**config.mk**
```make
export PLATFORM = sky130hd
export DESIGN_NAME = mips_cpu_mem_master
export DESIGN_NICKNAME = d
export VERILOG_FILES = /design/src/rtl/mips_cpu_mem_master.sv
export SDC_FILE = /design/constraint.sdc
export NUM_CORES = 1
export LEC_CHECK = 0
export ABC_AREA = 1
export BUFFER_PORTS_ARGS = -buffer_cell sky130_fd_sc_hd__clkbuf_2
export CAP_MARGIN = 10
export CORE_ASPECT_RATIO = 0.8
export CORE_MARGIN = 2
export CORE_UTILIZATION = 45
export CTS_CLUSTER_DIAMETER = 80
export DETAILED_ROUTE_END_ITERATION = 10
export PLACE_DENSITY = 0.74
export SLEW_MARGIN = 5
export SYNTH_ARGS = -nofsm -noshare
export SYNTH_HDL_FRONTEND = slang
export SYNTH_SLANG_ARGS = --single-unit
```
**constraint.sdc**
```tcl
create_clock -name clk -period 1.8 [get_ports clk]
set_clock_uncertainty 0.2 [all_clocks]
set_input_delay 0.09 -clock clk [delete_from_list [all_inputs] [get_ports clk]]
set_output_delay 0.09 -clock clk [all_outputs]
set_load 0.005 [all_outputs]
```
**src/rtl/mips_cpu_mem_master.sv**
```systemverilog
// mips_cpu_mem_master - CPU-side Avalon-MM data master for single load/store transfers.
module mips_cpu_mem_master #(
   parameter int unsigned TIMEOUT = 64
) (
   input  logic        clk,
   input  logic        reset_n,
   input  logic        cpu_req,
   input  logic [3:0]  cpu_op,
   input  logic [31:0] cpu_addr,
   input  logic [31:0] cpu_wdata,
   output logic [31:0] cpu_rdata,
   output logic        cpu_done,
   output logic        cpu_err,
   output logic        cpu_busy,
   output logic [31:0] address,
   output logic [3:0]  byteenable,
   output logic        read,
   output logic        write,
   output logic [31:0] writedata,
   input  logic        waitrequest,
   input  logic [31:0] readdata
);

   typedef enum logic [1:0] {IDLE, BUS, DONE} state_t;

   state_t      state, state_nx;
   logic [2:0]  op_q, op_nx;
   logic [1:0]  k_q, k_nx;
   logic [31:0] cnt_q, cnt_nx;
   logic [31:0] rdata_nx, address_nx, writedata_nx;
   logic [3:0]  be_nx;
   logic        done_nx, err_nx, busy_nx, read_nx, write_nx;

   logic        req_store, req_bad, req_misaligned;
   logic [3:0]  req_be;
   logic [31:0] req_wd, lane_data, load_ext;

   // Request decode; op[1:0] encodes width (00 byte, 01 half, 11 word).
   always_comb begin
      req_store      = cpu_op[3];
      req_bad        = req_store ? !(cpu_op[2:0] inside {3'b000, 3'b001, 3'b011})
                                 :  (cpu_op[2:0] inside {3'b010, 3'b110, 3'b111});
      req_misaligned = (cpu_op[1:0] == 2'b01 && cpu_addr[0]) ||
                       (cpu_op[1:0] == 2'b11 && cpu_addr[1:0] != 2'b00);
      case (cpu_op[1:0])
         2'b00:   begin req_be = 4'b0001 << cpu_addr[1:0]; req_wd = {4{cpu_wdata[7:0]}};  end
         2'b01:   begin req_be = 4'b0011 << cpu_addr[1:0]; req_wd = {2{cpu_wdata[15:0]}}; end
         default: begin req_be = 4'b1111;                  req_wd = cpu_wdata;             end
      endcase
   end

   // Load lane extraction; op[2] selects zero extension.
   always_comb begin
      lane_data = readdata >> {k_q, 3'b000};
      case (op_q[1:0])
         2'b00:   load_ext = op_q[2] ? {24'b0, lane_data[7:0]}
                                     : {{24{lane_data[7]}}, lane_data[7:0]};
         2'b01:   load_ext = op_q[2] ? {16'b0, lane_data[15:0]}
                                     : {{16{lane_data[15]}}, lane_data[15:0]};
         default: load_ext = readdata;
      endcase
   end

   always_comb begin
      state_nx     = state;
      op_nx        = op_q;
      k_nx         = k_q;
      cnt_nx       = cnt_q;
      rdata_nx     = cpu_rdata;
      done_nx      = 1'b0;
      err_nx       = cpu_err;
      address_nx   = address;
      be_nx        = byteenable;
      writedata_nx = writedata;
      read_nx      = read;
      write_nx     = write;
      case (state)
         IDLE: begin
            if (cpu_req) begin
               op_nx = cpu_op[2:0];
               k_nx  = cpu_addr[1:0];
               if (req_bad || req_misaligned) begin
                  err_nx   = 1'b1;
                  done_nx  = 1'b1;
                  state_nx = DONE;
               end else begin
                  err_nx       = 1'b0;
                  address_nx   = {cpu_addr[31:2], 2'b00};
                  be_nx        = req_be;
                  writedata_nx = req_wd;
                  read_nx      = !req_store;
                  write_nx     = req_store;
                  state_nx     = BUS;
               end
            end
         end
         BUS: begin
            if (!waitrequest) begin
               read_nx  = 1'b0;
               write_nx = 1'b0;
               done_nx  = 1'b1;
               state_nx = DONE;
               if (read) rdata_nx = load_ext;
            end else if (TIMEOUT != 0 && cnt_q == TIMEOUT - 1) begin
               read_nx  = 1'b0;
               write_nx = 1'b0;
               done_nx  = 1'b1;
               err_nx   = 1'b1;
               state_nx = DONE;
            end else begin
               cnt_nx = cnt_q + 32'd1;
            end
         end
         default: begin
            cnt_nx   = 32'd0;
            state_nx = IDLE;
         end
      endcase
      busy_nx = (state_nx != IDLE);
   end

   always_ff @(posedge clk or negedge reset_n) begin
      if (!reset_n) begin
         state      <= IDLE;
         op_q       <= 3'b0;
         k_q        <= 2'b0;
         cnt_q      <= 32'd0;
         cpu_rdata  <= 32'd0;
         cpu_done   <= 1'b0;
         cpu_err    <= 1'b0;
         cpu_busy   <= 1'b0;
         address    <= 32'd0;
         byteenable <= 4'd0;
         read       <= 1'b0;
         write      <= 1'b0;
         writedata  <= 32'd0;
      end else begin
         state      <= state_nx;
         op_q       <= op_nx;
         k_q        <= k_nx;
         cnt_q      <= cnt_nx;
         cpu_rdata  <= rdata_nx;
         cpu_done   <= done_nx;
         cpu_err    <= err_nx;
         cpu_busy   <= busy_nx;
         address    <= address_nx;
         byteenable <= be_nx;
         read       <= read_nx;
         write      <= write_nx;
         writedata  <= writedata_nx;
      end
   end

endmodule

```
-- Word-level counts from Yosys, hierarchy flattened
Index checks and enable logic that the tools add are counted.
W data, S select, Z words.
- word-level logic and storage cells: 88
- input port bits: 104
- bits in registers: 142
- output and inout port bits: 105
- mux-type cells: 31
- add/subtract/negate cells: 1
- reductions and logical operators: 21
- bitwise operators: 3
- equal/unequal tests: 16
- shifts and indexed selects: 3
- operator list (operator ; count):
    $pmux W32 S2 ; 3
    $mux W32 ; 4
    $add A32 B1 Y32 const B ; 1
    $eq A32 B6 Y1 const B ; 1
    $shr A32 B5 Y16 ; 1
    $mux W1 ; 14
    $ne A2 B2 Y1 const B ; 5
    $reduce_and A3 Y1 ; 3
    $mux W2 ; 4
    $pmux W1 S2 ; 4
    $pmux W4 S2 ; 1
    $reduce_and A4 Y1 ; 2
    $eq A2 B1 Y1 const B ; 3
    $eq A3 B2 Y1 const B ; 2
    $eq A3 B3 Y1 const B ; 2
    $logic_not A2 Y1 ; 3
    $reduce_bool A2 Y1 ; 3
    $reduce_bool A3 Y1 ; 2
    $pmux W2 S2 ; 1
    $shl A1 B2 Y4 const A ; 1
    $shl A2 B2 Y4 const A ; 1
    $eq A3 B1 Y1 const B ; 1
    $logic_not A3 Y1 ; 1
    $ne A3 B3 Y1 const B ; 1
    other kinds (6) ; 11

-- Depth between registers and ports, before layout
- depth in word-level cells: 9
- depth in mapped cells: 11
- mapped depth without buffers: 11

-- Worst setup path before layout
OpenSTA, ideal clock, no wires.
- path type: reg2reg
- start point: register cnt_q[0]
- end point: register cnt_q[15]
- setup time: 117 ps
- clock period less this slack: 1763 ps
- buffers on the path: 1
- cell stages (with the launch flop): 12
- data required time: 1483 ps
- data arrival time: 1446 ps
- path slack: 37 ps
- cells stage by stage: dfrtp_1 ha_1 nand2_1 nor2_2 nand3_1 nor2_1 nand2_1 nand3_2 nand2_4 buf_2 nand2_1 nand2_1
- cells in the longest elaborated chain, start to end: 4
- elaborated cells on any way between the ends: 7
- those cells by class: add/sub: 1; eq/ne: 2; mux: 3; reduce/logical: 1
- ends and longest elaborated chain (item ; line ; text):
    start, declared ; 29 ; logic [31:0] cnt_q, cnt_nx;
    start signal, assigned ; 141 ; cnt_q <= cnt_nx;
    $add A32 B1 Y32 ; 111 ; cnt_nx = cnt_q + 32'd1;
    $mux W32 ; 104 ; end else if (TIMEOUT != 0 && cnt_q == TIMEOUT - 1) begin
    $mux W32 ; 98 ; if (!waitrequest) begin
    $pmux W32 S2 ; 77 ; case (state)
Several ways; a longest one is shown, not always the timed one. The select of a mux whose other input is x is not followed.
A chain may end at the register's enable or synchronous reset.

-- Worst setup path in the final report
- start point: register cnt_q[1]
- end point: register cnt_q[7]
The elaborated chain is that of the path after synthesis.

==> flow_summary.toml <==
[status]
status = "finished with violations"
violations = "negative setup slack"

[worst_setup_path]
startpoint_type = "flop"
reg2reg_slack_ps = -70
endpoint_kind = "flop"
critPathLaunch = "cnt_q[1]"
crit_type = "flop to flop"
required_ps = 1970
r2r-start = "cnt_q[1]"
path_max_fanout = 8
cp-endpoint = "cnt_q[7]"
arrival_ps = 2030
reg2regPathDepth = 10
worst_r2r_endpoint = "cnt_q[7]"

[sta]
rsz0062_at_grt = "yes"
hold_viol_final = 0
fmax_mhz = 535.5
slew_violations = 0
setup_viol = 29
fin_crit_sh_pct = 103.7
layout_min_cycle_time_ps = 1867
fin_tns_setup_ps = -1253
setup_ws_ps = -67.41

[yosys]
ys_warn_count = 0
synth_enable_flop_cells = 0
ys.flop_type = "dfrtp_1"
synth_cell_types = 36
syn-cell-area_sq_mm = 0.007646
seq_area_frac_synth_pct = 46.47
ys_async_sr_fraction_pct = 100.0
syn_inst = 1088
ys_ff_latch = 142
avgSynthCellArea_sq_um = 7.028

[floorplanning]
floorplan.die_area_sq_mm = 0.01806
rows = 42
die_w_microns = 149.7
start_util_pct = 46.04
fp.dieH_microns = 120.6
design.core.area_sq_mm = 0.01661
ios = 209

[power]
intPower_w = 0.007963
ir_drop_v = 0.0007523
leakage_nw = 6.112
combPwrFrac_pct = 32.4
p_sw_w = 0.004387
p_clk_share_pct = 29.1
seq_power_share_pct = 38.5
power_switching_share_pct = 35.52
powerDensity_mw_per_mm2 = 1055

[grt]
track_usage_pct = 29.37
antenna_found_initial = 1
overflow = 0
grt_max_degree = 63
grt_pass1_wl_microns = 41540
grt_pass1_vias = 8331

[clock_tree]
cts_tree = "yes"
path_clk_slew_ps = 70
cts_buffers = 17
clk_path_buf_depth = 2
cts_max_level = 4
cts.sinks = 142
cts_root_buffer = "clkbuf_16"
clock_latency_ps = 430

[route]
viasPerCell = 5.270
post-route-drc-count = 0
via_count = 9017
firstDrtPassIters = 6
ant_nets = 0
drtIter0Drc = 863
wl_microns = 28310
routedWlPerCell_microns = 16.55

[placed_design]
hpwl_microns = 17100
portBuffers = 206
pre_cts_ws_ps = -152.7
place_congestion = 1.002

[layout]
area_growth_pct = 53.04
fin_nets = 1582
fin_util_pct = 70.46
drive_above_1_share_pct = 27.92
fillers = 1218

[run]
max-cap-violations = 0

[hold_path]
hp-class = "primary input to flop"
power groups by stage:
stage | combinational, W | clock [W] | sequential (W)
final | 0.00401 | 0.00359 | 0.00475
after global placement | 0.00329 | 0 | 0.00472
after detailed placement | 0.00336 | 0 | 0.00474
after CTS | 0.00361 | 0.00363 | 0.00471
after global routing | 0.00441 | 0.00377 | 0.00484
after floorplan | 0.00158 | 0 | 0.00474
registers in the layout, indices dropped and copies added, names as in the netlist:
name / count
cpu_busy: 1
k_q: 2
byteenable: 4
cpu_err: 1
cpu_rdata: 32
cnt_q: 32
state: 2
op_q: 3
writedata: 32
write: 1
address: 30
cpu_done: 1
read: 1
per-stage QoR:
| stage | cells | cell area (sq um) | power [W] | hold slack, ps |
|---|---|---|---|---|
| floorplan | 1089 | 7650 | 0.006321 | -405.6 |
| global placement | 1544 | 9399 | 0.008009 | -211.8 |
| detailed placement | 1544 | 9399 | 0.008097 | -215.1 |
| CTS | 1690 | 11220 | 0.01195 | 23.94 |
| global route | 1711 | 11700 | 0.01302 | 86.74 |
| finish | 1711 | 11700 | 0.01235 | 63.90 |
synthesized netlist by cell type (2+ instances only):
cell type | count | area, sq um
nand2_1 | 414 | 1554
dfrtp_1 | 142 | 3553
nor2_1 | 117 | 439.2
inv_1 | 80 | 300.3
nand3_1 | 79 | 395.4
a21oi_1 | 58 | 290.3
o21ai_1 | 41 | 205.2
o21ai_0 | 38 | 190.2
buf_2 | 24 | 120.1
clkbuf_1 | 17 | 63.81
nand4_1 | 13 | 81.33
inv_2 | 9 | 33.78
a22o_1 | 7 | 61.31
a31oi_1 | 7 | 43.79
nor2_2 | 6 | 37.54
xor2_1 | 6 | 52.55
buf_1 | 4 | 15.01
or2_2 | 3 | 18.77
buf_4 | 2 | 15.01
buf_6 | 2 | 22.52
clkinv_1 | 2 | 7.510
nor3_1 | 2 | 10.01
o21bai_1 | 2 | 15.01
layer usage:
layer	share of wire [%]	GRT usage, %	vias up
met5	0	0	-
met1	41	38.86	4130
met3	10	7.547	91
li1	-	-	4240
met4	2.9	10.26	0
met2	46	46.99	556
worst max-delay path: stages, from the launching register on:
cell       delay (ps)
dfrtp_1           410
ha_4              170
nand2_4            70
nor2_4            110
nand3_2            90
nor2_4            120
nand2_4           100
nand3_4           180
clkbuf_16         190
nand3_1            60
nand2_1            90
kinds of logic after synthesis:
logic type | Yosys count | synth area share [%]
DFF | 142 | 46.47
buffers and inverters | 140 | 7.560
and+or+nand+nor | 641 | 34.14
xor gates and xnor gates | 7 | 0.8018
other | 1 | 0.04904
adders and majority gates | 1 | 0.1636
AOI/OAI and AO/OA | 156 | 10.82
worst min-delay path by stage:
stage / start / endpoint / slack (ps) / cells past startpoint
after floorplan: reset_n / address[10] / -410 / 0
after global placement: reset_n / writedata[11] / -210 / 1
after detailed placement: reset_n / writedata[11] / -220 / 1
after CTS: cpu_op[1] / op_q[1] / 20 / 4
after global routing: cpu_op[1] / op_q[1] / 90 / 4
final: cpu_op[1] / op_q[1] / 60 / 4
cells in the final DEF (no fill, tap or decap), types with 12 or more instances in the layout:
master,instances
a21oi_1,56
buf_4,75
clkbuf_16,22
clkbuf_2,205
dfrtp_1,132
dlygate4sd3_1,113
inv_1,78
nand2_1,402
nand3_1,72
nand4_1,13
nor2_1,97
nor2_2,15
nor2_4,12
o21ai_0,35
o21ai_1,42
final cells by class:
class | instances | area, sq um | share of cell area [%]
diodes | 1 | 2.502 | 0.02139
clock buffers | 17 | 425.4 | 3.636
clock inverters | 15 | 168.9 | 1.444
inverters | 91 | 344.1 | 2.941
multi-input cells | 810 | 3795 | 32.43
flip-flops and latches | 142 | 3566 | 30.47
well taps | 220 | 275.3 | 2.352
repair buffers | 415 | 3124 | 26.70
what timing repair did:
item | CTS | global route
endpoints found under the hold margin | 263 | 0
hold buffers | 114 | 0
setup buffers | 0 | 11
cloned | 0 | 10
endpoints found under the setup margin | 35 | 121
resized for setup | 19 | 69
pin swaps | 0 | 20
No activity file was read; power rests on OpenSTA's default activity.
